File: src/rtl/if_inst_queue.sv
// Decoupling FIFO between IF and ID: holds fetched {ecode, ex, inst, pc} packets
// so IF keeps issuing while ID stalls; emptied on branch cancel or pipeline flush.
module if_inst_queue #(
  parameter int DEPTH  = 4,
  parameter int BUS_WD = 71,
  parameter int PTR_WD = 2
) (
  input  logic              clk,
  input  logic              reset,
  input  logic              fs_to_ds_valid,
  input  logic [BUS_WD-1:0] fs_to_ds_bus,
  output logic              iq_allowin,
  output logic              iq_to_ds_valid,
  output logic [BUS_WD-1:0] iq_to_ds_bus,
  input  logic              ds_allowin,
  input  logic              br_taken_cancel,
  input  logic              flush_pipe,
  output logic [PTR_WD:0]   iq_count,
  output logic              iq_ex_block
);

  localparam logic [PTR_WD:0] FULL = (PTR_WD+1)'(DEPTH);
  localparam int EX_BIT = BUS_WD - 7;

  logic [BUS_WD-1:0] mem [DEPTH];
  logic [PTR_WD-1:0] rd_ptr;
  logic [PTR_WD-1:0] wr_ptr;
  logic [PTR_WD:0]   count;
  logic              ex_block;
  logic              push;
  logic              pop;

  // allowin looks only at registered state so ID's stall never reaches IF combinationally
  assign iq_allowin     = (count != FULL) && !ex_block && !reset;
  assign iq_to_ds_valid = (count != '0);
  assign iq_to_ds_bus   = iq_to_ds_valid ? mem[rd_ptr] : '0;
  assign iq_count       = count;
  assign iq_ex_block    = ex_block;

  assign push = fs_to_ds_valid && iq_allowin && !br_taken_cancel && !flush_pipe;
  assign pop  = iq_to_ds_valid && ds_allowin && !flush_pipe;

  always_ff @(posedge clk) begin
    if (push) mem[wr_ptr] <= fs_to_ds_bus;
  end

  always_ff @(posedge clk) begin
    if (reset) begin
      rd_ptr   <= '0;
      wr_ptr   <= '0;
      count    <= '0;
      ex_block <= 1'b0;
    end else if (flush_pipe) begin
      rd_ptr   <= '0;
      wr_ptr   <= '0;
      count    <= '0;
      ex_block <= 1'b0;
    end else if (br_taken_cancel) begin
      // the head may still be consumed this cycle, everything younger is discarded
      rd_ptr   <= wr_ptr;
      count    <= '0;
      ex_block <= 1'b0;
    end else begin
      if (push) begin
        wr_ptr <= wr_ptr + 1'b1;
        if (fs_to_ds_bus[EX_BIT]) ex_block <= 1'b1;
      end
      if (pop) rd_ptr <= rd_ptr + 1'b1;
      if (push && !pop)      count <= count + 1'b1;
      else if (pop && !push) count <= count - 1'b1;
    end
  end

endmodule

File: config.mk
export PLATFORM = sky130hd
export DESIGN_NAME = if_inst_queue
export DESIGN_NICKNAME = d
export VERILOG_FILES = /design/src/rtl/if_inst_queue.sv
export SDC_FILE = /design/constraint.sdc
export NUM_CORES = 1
export LEC_CHECK = 0
export CAP_MARGIN = 30
export CELL_PAD_IN_SITES_DETAIL_PLACEMENT = 0
export CELL_PAD_IN_SITES_GLOBAL_PLACEMENT = 2
export CORE_ASPECT_RATIO = 1.25
export CORE_MARGIN = 2
export CORE_UTILIZATION = 38
export DETAILED_ROUTE_END_ITERATION = 8
export HOLD_SLACK_MARGIN = 0.06
export PLACE_DENSITY = 0.8
export SLEW_MARGIN = 0
export SYNTH_ARGS = -nofsm -noshare
export SYNTH_HDL_FRONTEND = slang
export SYNTH_SLANG_ARGS = --single-unit
export TNS_END_PERCENT = 1
File: constraint.sdc
create_clock -name clk -period 3.3 [get_ports clk]
set_input_delay 0.66 -clock clk [delete_from_list [all_inputs] [get_ports clk]]
set_output_delay 0.66 -clock clk [all_outputs]
set_load 0.02 [all_outputs]
---- Word level (Yosys, flattened, before mapping) ----
Memories as Yosys holds them, arrays and structs flattened. A register that Yosys moved wholly into a read port is not among the register bits.
Cells that the tools add are included.
cells by class
  reduce and logical (&&, ||, !) cells .... 22
  eq/ne operators ......................... 1
  add/sub/neg operators ................... 4
  muxes and demuxes ....................... 9
  bitwise gates (word level) .............. 1
operators by type and width
  cell                                              number
  two-way mux 71 bit                                1
  logical AND 1 bit                                 9
  two-way mux 2 bit                                 4
  logical NOT 1 bit                                 6
  two-way mux 3 bit                                 2
  adder 2 x 1 -> 2 bit, second input constant       2
  AND reduction 2 bit                               2
  nonzero test 2 bit                                2
  adder 3 x 1 -> 3 bit, second input constant       1
  != test 3 bit, second input constant              1
  nonzero test 3 bit                                1
  OR reduction 3 bit                                1
  subtractor 3 x 1 -> 3 bit, second input constant  1
  two-way mux 1 bit                                 2
  OR reduction 2 bit                                1
  NOT 1 bit                                         1
storage, ports and cells
  output and inout port bits .............. 77
  memory bits (writable) .................. 284
  bits in registers ....................... 8
  logic and storage cells ................. 42
  memories ................................ 1
memories
  memory  depth  bits a word  rd ports  clocked after Yosys merged registers in  wr ports  line  RTL
  mem     4      71           1         1                                        1         25    logic [BUS_WD-1:0] mem [DEPTH];

---- Logic depth before layout (Yosys ltp) ----
Gate-level depths: netlist (run 1).
  depth in word-level cells ............... 10
  mapped depth ............................ 9
  mapped depth without buffers ............ 8

---- Worst setup path after synthesis (run 1) ----
OpenSTA, ideal clock, no wires.
  kind .................................... input -> register
  start ................................... input port br_taken_cancel
  end ..................................... memory mem[0][0] (enable)
  arrival time ............................ 2.560 ns
  required time ........................... 2.902 ns
  setup time .............................. 0.398 ns
  cell stages on the path ................. 3
  setup slack ............................. 0.342 ns
  buffers on the path ..................... 0
  path through ............................ or3b_4 -> a2111oi_4 -> and2_2
between the ends
  word-level cells in the longest chain between the ends .. 5
RTL lines
  what                                     line  RTL
  start, declared                          16    input logic br_taken_cancel,
  logical NOT 1 bit                        40    assign push = fs_to_ds_valid && iq_allowin && !br_taken_cancel && !flush_pipe;
  logical AND 1 bit (2 in series)          40
  two-way mux 1 bit                        44    if (push) mem[wr_ptr] <= fs_to_ds_bus;
  two-way mux 1 bit (not written as such)  44
  end, declared                            25
No other way between the ends.

==> results of run 1 <==
-- cell usage after synthesis, types with 2 or more instances --
library cell / n
nor2_1: 5
mux2i_1: 2
mux4_2: 71
nand2_1: 5
and2_2: 4
edfxtp_1: 284
ha_1: 5
inv_1: 4
o21ai_0: 3
buf_2: 7
xor2_1: 3
a21oi_1: 3
and2_1: 71
dfxtp_1: 10
clkbuf_1: 17
or3_1: 2
-- critical path, stage by stage (launching register included) --
cell             delay (ns)
dfxtp_4                0.45
bufbuf_16              0.37
mux4_2                 0.50
and2_1                 0.18
clkdlybuf4s50_1        0.54
-- final cells by class --
type,instances,area [um^2]
clock buffer,34,723
clock inverter,16,170
inverter,4,15.0
multi-input combinational,182,2370
timing repair buffer,170,1860
sequential,294,8740
fill,2386,14800
tap,396,495
-- metal layers --
layer  up-vias  global-route usage (%)  routed length, um
met5         -                       0                 13
met3        40                    2.19                925
met2       137                    26.4              11900
li1       2401                       -                  -
met1      2811                    18.2               9120
met4         2                    3.87                446
-- flip-flops by register name (all words and copies together), names as in the netlist, named ones only --
| signal | flops |
|---|---|
| rd_ptr | 2 |
| mem | 284 |
| iq_count | 3 |
| iq_ex_block | 1 |
| wr_ptr | 2 |
-- power groups by stage --
stage	Combinational [mW]	Sequential [mW]	Clock (mW)
finish	0.322	4.12	3.10
detailed placement	0.318	4.20	0
global placement	0.309	4.20	0
CTS	0.327	4.12	3.18
global route	0.346	4.12	3.33
floorplan	0.130	4.20	0
-- worst paths after layout --
kind,slack (ns),endpoint,cells after the start
max,0.06,iq_to_ds_bus[0],4
min,0.52,wr_ptr[0]$_SDFFE_PP0P_,1
max reg2reg,0.88,iq_count[2]$_SDFFE_PP0P_,8
min reg2reg,0.52,wr_ptr[0]$_SDFFE_PP0P_,1
-- repair_timing --
action	4_1_cts	5_1_grt
setup buffers	1	0
gates cloned	1	0
gates resized for setup	2	9
setup endpoints to repair	71	35
-- cells by family (layout without fill, tap and decap cells) --
kind of cell | Yosys count | after routing | synth area share [%]
xor gates and xnor gates | 4 | 4 | 0.313
and+or+nand+nor | 90 | 90 | 4.92
DFF | 294 | 294 | 77.9
AOI/OAI and AO/OA | 9 | 9 | 0.670
buffers and inverters | 28 | 224 | 1.02
muxes | 73 | 73 | 14.4
adders and majority gates | 6 | 6 | 0.737
-- through the flow --
step / power (mW) / std cells
after detailed placement: 4.52 / 1044
after global routing: 7.79 / 1096
after floorplan: 4.33 / 504
after global placement: 4.51 / 1044
after CTS: 7.63 / 1096
final: 7.54 / 1096
==> impl_results.md, run 1 <==
- Initial antenna violation count: 1
- Relative slew slack: between 70% and 80%
- Final period utilization: about 98%
- Routed Antenna Nets: 0
- Netlist cell types: 24
- Share of post-route cells with drive strength above 1: a little under 20%
- First-pass GRT wire length: 33900 um
- Max_cap viols: 0
- Clk_lat worst skew: between 0.5 and 0.6 ns
- Pins Over Slew Limit: 0
- # DRC: 0
- Sw power: 1.46 mW
- Largest net degree at the start of global routing: 46
- Clk_skew: 0.0209 ns
- Root buf cell: clkbuf_16
- Final setup TNS: 0 ns
- Tightest hold margin: about 0.52 ns
- Clock Sink Count: slightly below 300
- Worst R2R Start: iq_count[1]$_SDFFE_PP0P_
- Pwr per Cell Area: 525 mW/mm^2
- Outcome: finished clean
- Via count: 5391
- Async set-reset flop share out of synthesis: 0%
- CTS tree: done
- Hold path startpoint: wr_ptr[0]$_SDFFE_PP0P_
- Warnings, synthesis: 0
- Register area share after synthesis: ~78%
- Syn_nets: slightly below 600
- Area grow syn2layout: 28.3%
- Nature of the critical path endpoint: output port
- Area of the core: between 0.02 and 0.03 mm^2
- Internal power: just over 6 mW
- WL final: between 20000 and 25000 um
- Die height: slightly below 200 um
- Syn_area_per_cell: ~22 um^2
- Final Util: 49.3%
- Hpwl dp: about 13000 um
- Synth area leaders: edfxtp_1, mux4_2, and2_1
- Prevailing post-synth register cell: edfxtp_1
- DR vias/cell: 4.92
- Switching share of total power: just under 20%
- Ant diodes: 0
- Final WS setup: 0.0578 ns
- Most common cell after layout, fill and taps aside: edfxtp_1
- Maximum vdd ir drop: 0.408 mV
- Tmin final: roughly 3.2 ns
- Sequential Power Share: 54.6%
- Clock buffer depth: 3
- H-tree depth: 1
- I/O Pins: 154
- NumNets Final: 763
- Area after DPL: 0.0134 mm^2
- Worst path arrival time: ~2.6 ns
- Gr ovfl total: 0
- Commonest cells after routing, fill and taps aside: edfxtp_1, clkdlybuf4s50_1, mux4_2, and2_1, clkbuf_16
- Worst-Margin Slew: between 0.3 and 0.4 ns
- Largest area contributor in the netlist: edfxtp_1
- I/O Buffers: ~150
- First-pass iteration count of the detailed router: 4
- Avg WL per Cell: 20.4 um
- Post-synth EDFFs: 284
- Max Fclk: between 300 and 400 MHz
- Die Width: between 150 and 200 um
- Final Hold Fails: 0
- Leak Pwr: roughly 4.6 nW
- Critical Path RT: approximately 2.6 ns
- Comb pwr share: under 10%
- GP Congestion: 0.696
- Overall routing resource usage: 14.6%
- Crit Path Max Fanout: 16
- Final non-filler cell area: 0.0144 mm^2
- CTS Hold Bufs: 0
- Setup violations, final: 0
- Clock share of power: 41.1%
- Syn Inst Count: a little over 500
- Yosys top cell area share: between 70% and 80%
- Synthesized area: 0.0112 mm^2
- Post-synthesis register bit count: a little under 300
- CTS Buf Count: 28
- Placement-stage worst setup slack: around 0.064 ns
- Die area: a little over 0.03 mm^2
- Num rows: 70
- Vias in the first global route: 5946
- Starting density of the core: between 30% and 40%
- Min-delay worst type: register to register
- CTS clk-pin slew, worst paths: approximately 0.06 ns
- RSZ-0062 raised after global routing: yes
- CP startpoint kind: register
- CP Class: register to output port
- Drt first-iter violations: 245
Power figures use the tool's default switching activity.
==> inputs of run 2 (changes only) <==
--- a/config.mk
+++ b/config.mk
@@ -11,9 +11,11 @@
 export CORE_ASPECT_RATIO = 1.25
 export CORE_MARGIN = 2
 export CORE_UTILIZATION = 38
+export CTS_CLUSTER_SIZE = 28
 export DETAILED_ROUTE_END_ITERATION = 8
+export DONT_BUFFER_PORTS = 1
 export HOLD_SLACK_MARGIN = 0.06
-export PLACE_DENSITY = 0.8
+export PLACE_DENSITY = 0.71
 export SLEW_MARGIN = 0
 export SYNTH_ARGS = -nofsm -noshare
 export SYNTH_HDL_FRONTEND = slang
==> constraint.sdc (replaced) <==
create_clock -name clk -period 3.4 [get_ports clk]
set_input_delay 0.68 -clock clk [delete_from_list [all_inputs] [get_ports clk]]
set_output_delay 0.68 -clock clk [all_outputs]
set_load 0.02 [all_outputs]
==> run 2 against run 1 <==
Design area down 11%; worst setup slack better by 0.28 ns; count of clock-buffer cells in the layout is 3 lower; largest cell class unchanged; flip-flop and latch count unchanged; sequential power decreased by 3%; sequential share of layout area grew 7.4 points; wire length fell by 4.4%; hold slack got worse by 0.29 ns; clock skew down 0.010 ns; final cell count fell by 13%; combinational power down 52%.
==> impl_results.md, run 2 (synthesized netlist as in run 1, its figures left out) <==
- CP max stage delay: 0.61 ns (+0.07 ns)
- Setup violations, final: 0 (unchanged)
- CP startpoint kind: register
- Maximum vdd ir drop: 0.393 mV (-3.5%)
- First-pass iteration count of the detailed router: 4 (unchanged)
- Avg WL per Cell: 22.5 um (+10%)
- Final setup TNS: 0 ns (unchanged)
- Most common cell after layout, fill and taps aside: edfxtp_1
- Clock Sink Count: 294 (unchanged)
- WL final: 21400 um (-4.4%)
- Max Fclk: between 300 and 400 MHz
- Outcome: finished clean
- Area of the core: 0.0292 mm^2 (unchanged)
- Layout Cells excl Fill: 951 (-13%)
- Nature of the critical path endpoint: output port
- Via count: 4778 (-11%)
- Power Total: 7.21 mW (-4.4%)
- RSZ-0062 raised after global routing: no
- Routed Antenna Nets: 0 (unchanged)
- Pwr per Cell Area: 563 mW/mm^2 (+7.2%)
- Hpwl dp: 13600 um (+2.7%)
- Critical Path RT: 2.72 ns (+0.08 ns)
- Final non-filler cell area: 0.0128 mm^2 (-11%)
- Leak Pwr: 3.95 nW (-14%)
- Area grow syn2layout: 14.4%
- Worst path slowest cell: dfxtp_4
- Busiest grt layer: met2
- Clk_lat worst skew: 0.54 ns (-0.02 ns)
- Overall routing resource usage: 13.9% (-0.63 points)
- H-tree depth: 1 (unchanged)
- Relative slew slack: 55.0% (-21 points)
- Vias in the first global route: 5273 (-11%)
- CTS tree: done
- Post-CTS sizing: 0 (-2)
- I/O Buffers: 0 (-100%)
- Placed Cells: 897 (-14%)
- Die Width: 158 um (unchanged)
- CP cell instances: buf_4, mux4_2, and2_1
- Critical path depth in cells: 3 (-1)
- GP Congestion: 0.699 (+0.47%)
- R2R cell count: 8 (unchanged)
- CTS Hold Bufs: 0 (unchanged)
- Gr ovfl total: 0 (unchanged)
- Multi-input logic area: 0.00237 mm^2 (-0.16%)
- Clock buffer depth: 3 (unchanged)
- Final period utilization: approximately nine tenths
- Area after DPL: 0.0119 mm^2 (-11%)
- CP Class: register to output port
- Root buf cell: clkbuf_16
- Tmin final: around 3.1 ns
- Met2 GRT Util: 25.0% (-1.3 points)
- Worst path arrival time: 2.38 ns (-0.20 ns)
- I/O Pins: 154 (unchanged)
- Commonest cells after routing, fill and taps aside: edfxtp_1, mux4_2, and2_1
- Starting density of the core: 38.4% (unchanged)
- Final Hold Fails: 0 (unchanged)
- Drt first-iter violations: 271 (+11%)
- FF/Latch Area: 0.00874 mm^2 (about the same)
- Hold Path Stages: 0 (-1)
- Initial antenna violation count: 0 (-1)
- Max_cap viols: 0 (unchanged)
- Clk_skew: 0.0105 ns (-0.0104 ns)
- Largest net degree at the start of global routing: 38 (-17%)
- Share of post-route cells with drive strength above 1: 25.9% (+6.6 points)
- NumNets Final: 614 (-20%)
- Worst path buffer plus inverter count: 1 (-1)
- Met3 Usage GRT: 3.89% (+1.7 points)
- FILL cells: 2482 (+4.0%)
- # DRC: 0 (unchanged)
- Worst-Margin Slew: 0.671 ns (+0.317 ns)
- Tightest hold margin: 0.232 ns (-0.286 ns)
- Max FFs per register: 284 (unchanged)
- DR vias/cell: 5.02 (+2.1%)
- Crit Path Max Fanout: 18 (+2)
- CP top delay family: flip-flops
- Die area: 0.0309 mm^2 (unchanged)
- Min-delay worst type: input pin to register
- Die height: 196 um (unchanged)
- Post-CTS setup buffers: 0 (-1)
- Biggest register: mem
- Num rows: 70 (unchanged)
- Pins Over Slew Limit: 0 (unchanged)
- CTS Buf Count: 28 (unchanged)
- CTS clk-pin slew, worst paths: 0.07 ns (about the same)
- First-pass GRT wire length: 31900 um (-5.9%)
- Met1 Use GR: 16.4% (-1.8 points)
[run 2: worst reg2reg max path, delay by kind of cell, from the launching register on]
kind                     cells  cell delay [ns]
buffers and inverters        1             0.06
adder cells (fa/ha/maj)      2             0.57
AND/OR/NAND/NOR              3             1.02
flip-flops                   1             0.42
XOR/XNOR                     1             0.15
AO/OA/AOI/OAI                1             0.14
[run 2: layer usage]
layer  routed length, um  up-vias  part of all wire, %
li1                    -     2104                    -
met1                8230     2524                   38
met2               11400      120                   53
met3                1400       30                  6.6
met4                 361        0                  1.7
met5                   0        -                    0
[run 2: layout make-up]
cell class | instances | area share, %
Tap cell | 396 | 3.87
Clock buffer | 31 | 5.55
Timing Repair Buffer | 21 | 2.21
Sequential cell | 294 | 68.2
Antenna cell | 3 | 0.0586
Inverter | 4 | 0.117
Clock inverter | 20 | 1.56
Multi-Input combinational cell | 182 | 18.5
[run 2: final timing paths]
| kind | end | start | slack, ns |
|---|---|---|---|
| min reg2reg | wr_ptr[1]$_SDFFE_PP0P_ | wr_ptr[1]$_SDFFE_PP0P_ | 0.55 |
| max | iq_to_ds_bus[70] | register | 0.34 |
| min | mem[0][68]$_DFFE_PP_ | fs_to_ds_bus[68] | 0.23 |
| max reg2reg | iq_count[2]$_SDFFE_PP0P_ | iq_count[1]$_SDFFE_PP0P_ | 0.98 |
[run 2: per-stage QoR]
stage          util, %  setup WS, ns
2_1_floorplan        -         0.422
3_3_place_gp      40.8         0.623
3_5_place_dp      40.8         0.630
4_1_cts           43.9         0.231
5_1_grt           43.9         0.175
6_report          44.0         0.342
[run 2: where the power goes]
part	total (mW)	switching, mW	internal, mW	leakage (nW)
Clock	3.05	1.30	1.75	0.445
Combinational	0.153	0.0777	0.0753	0.863
Sequential	4.01	0.0164	3.99	2.64
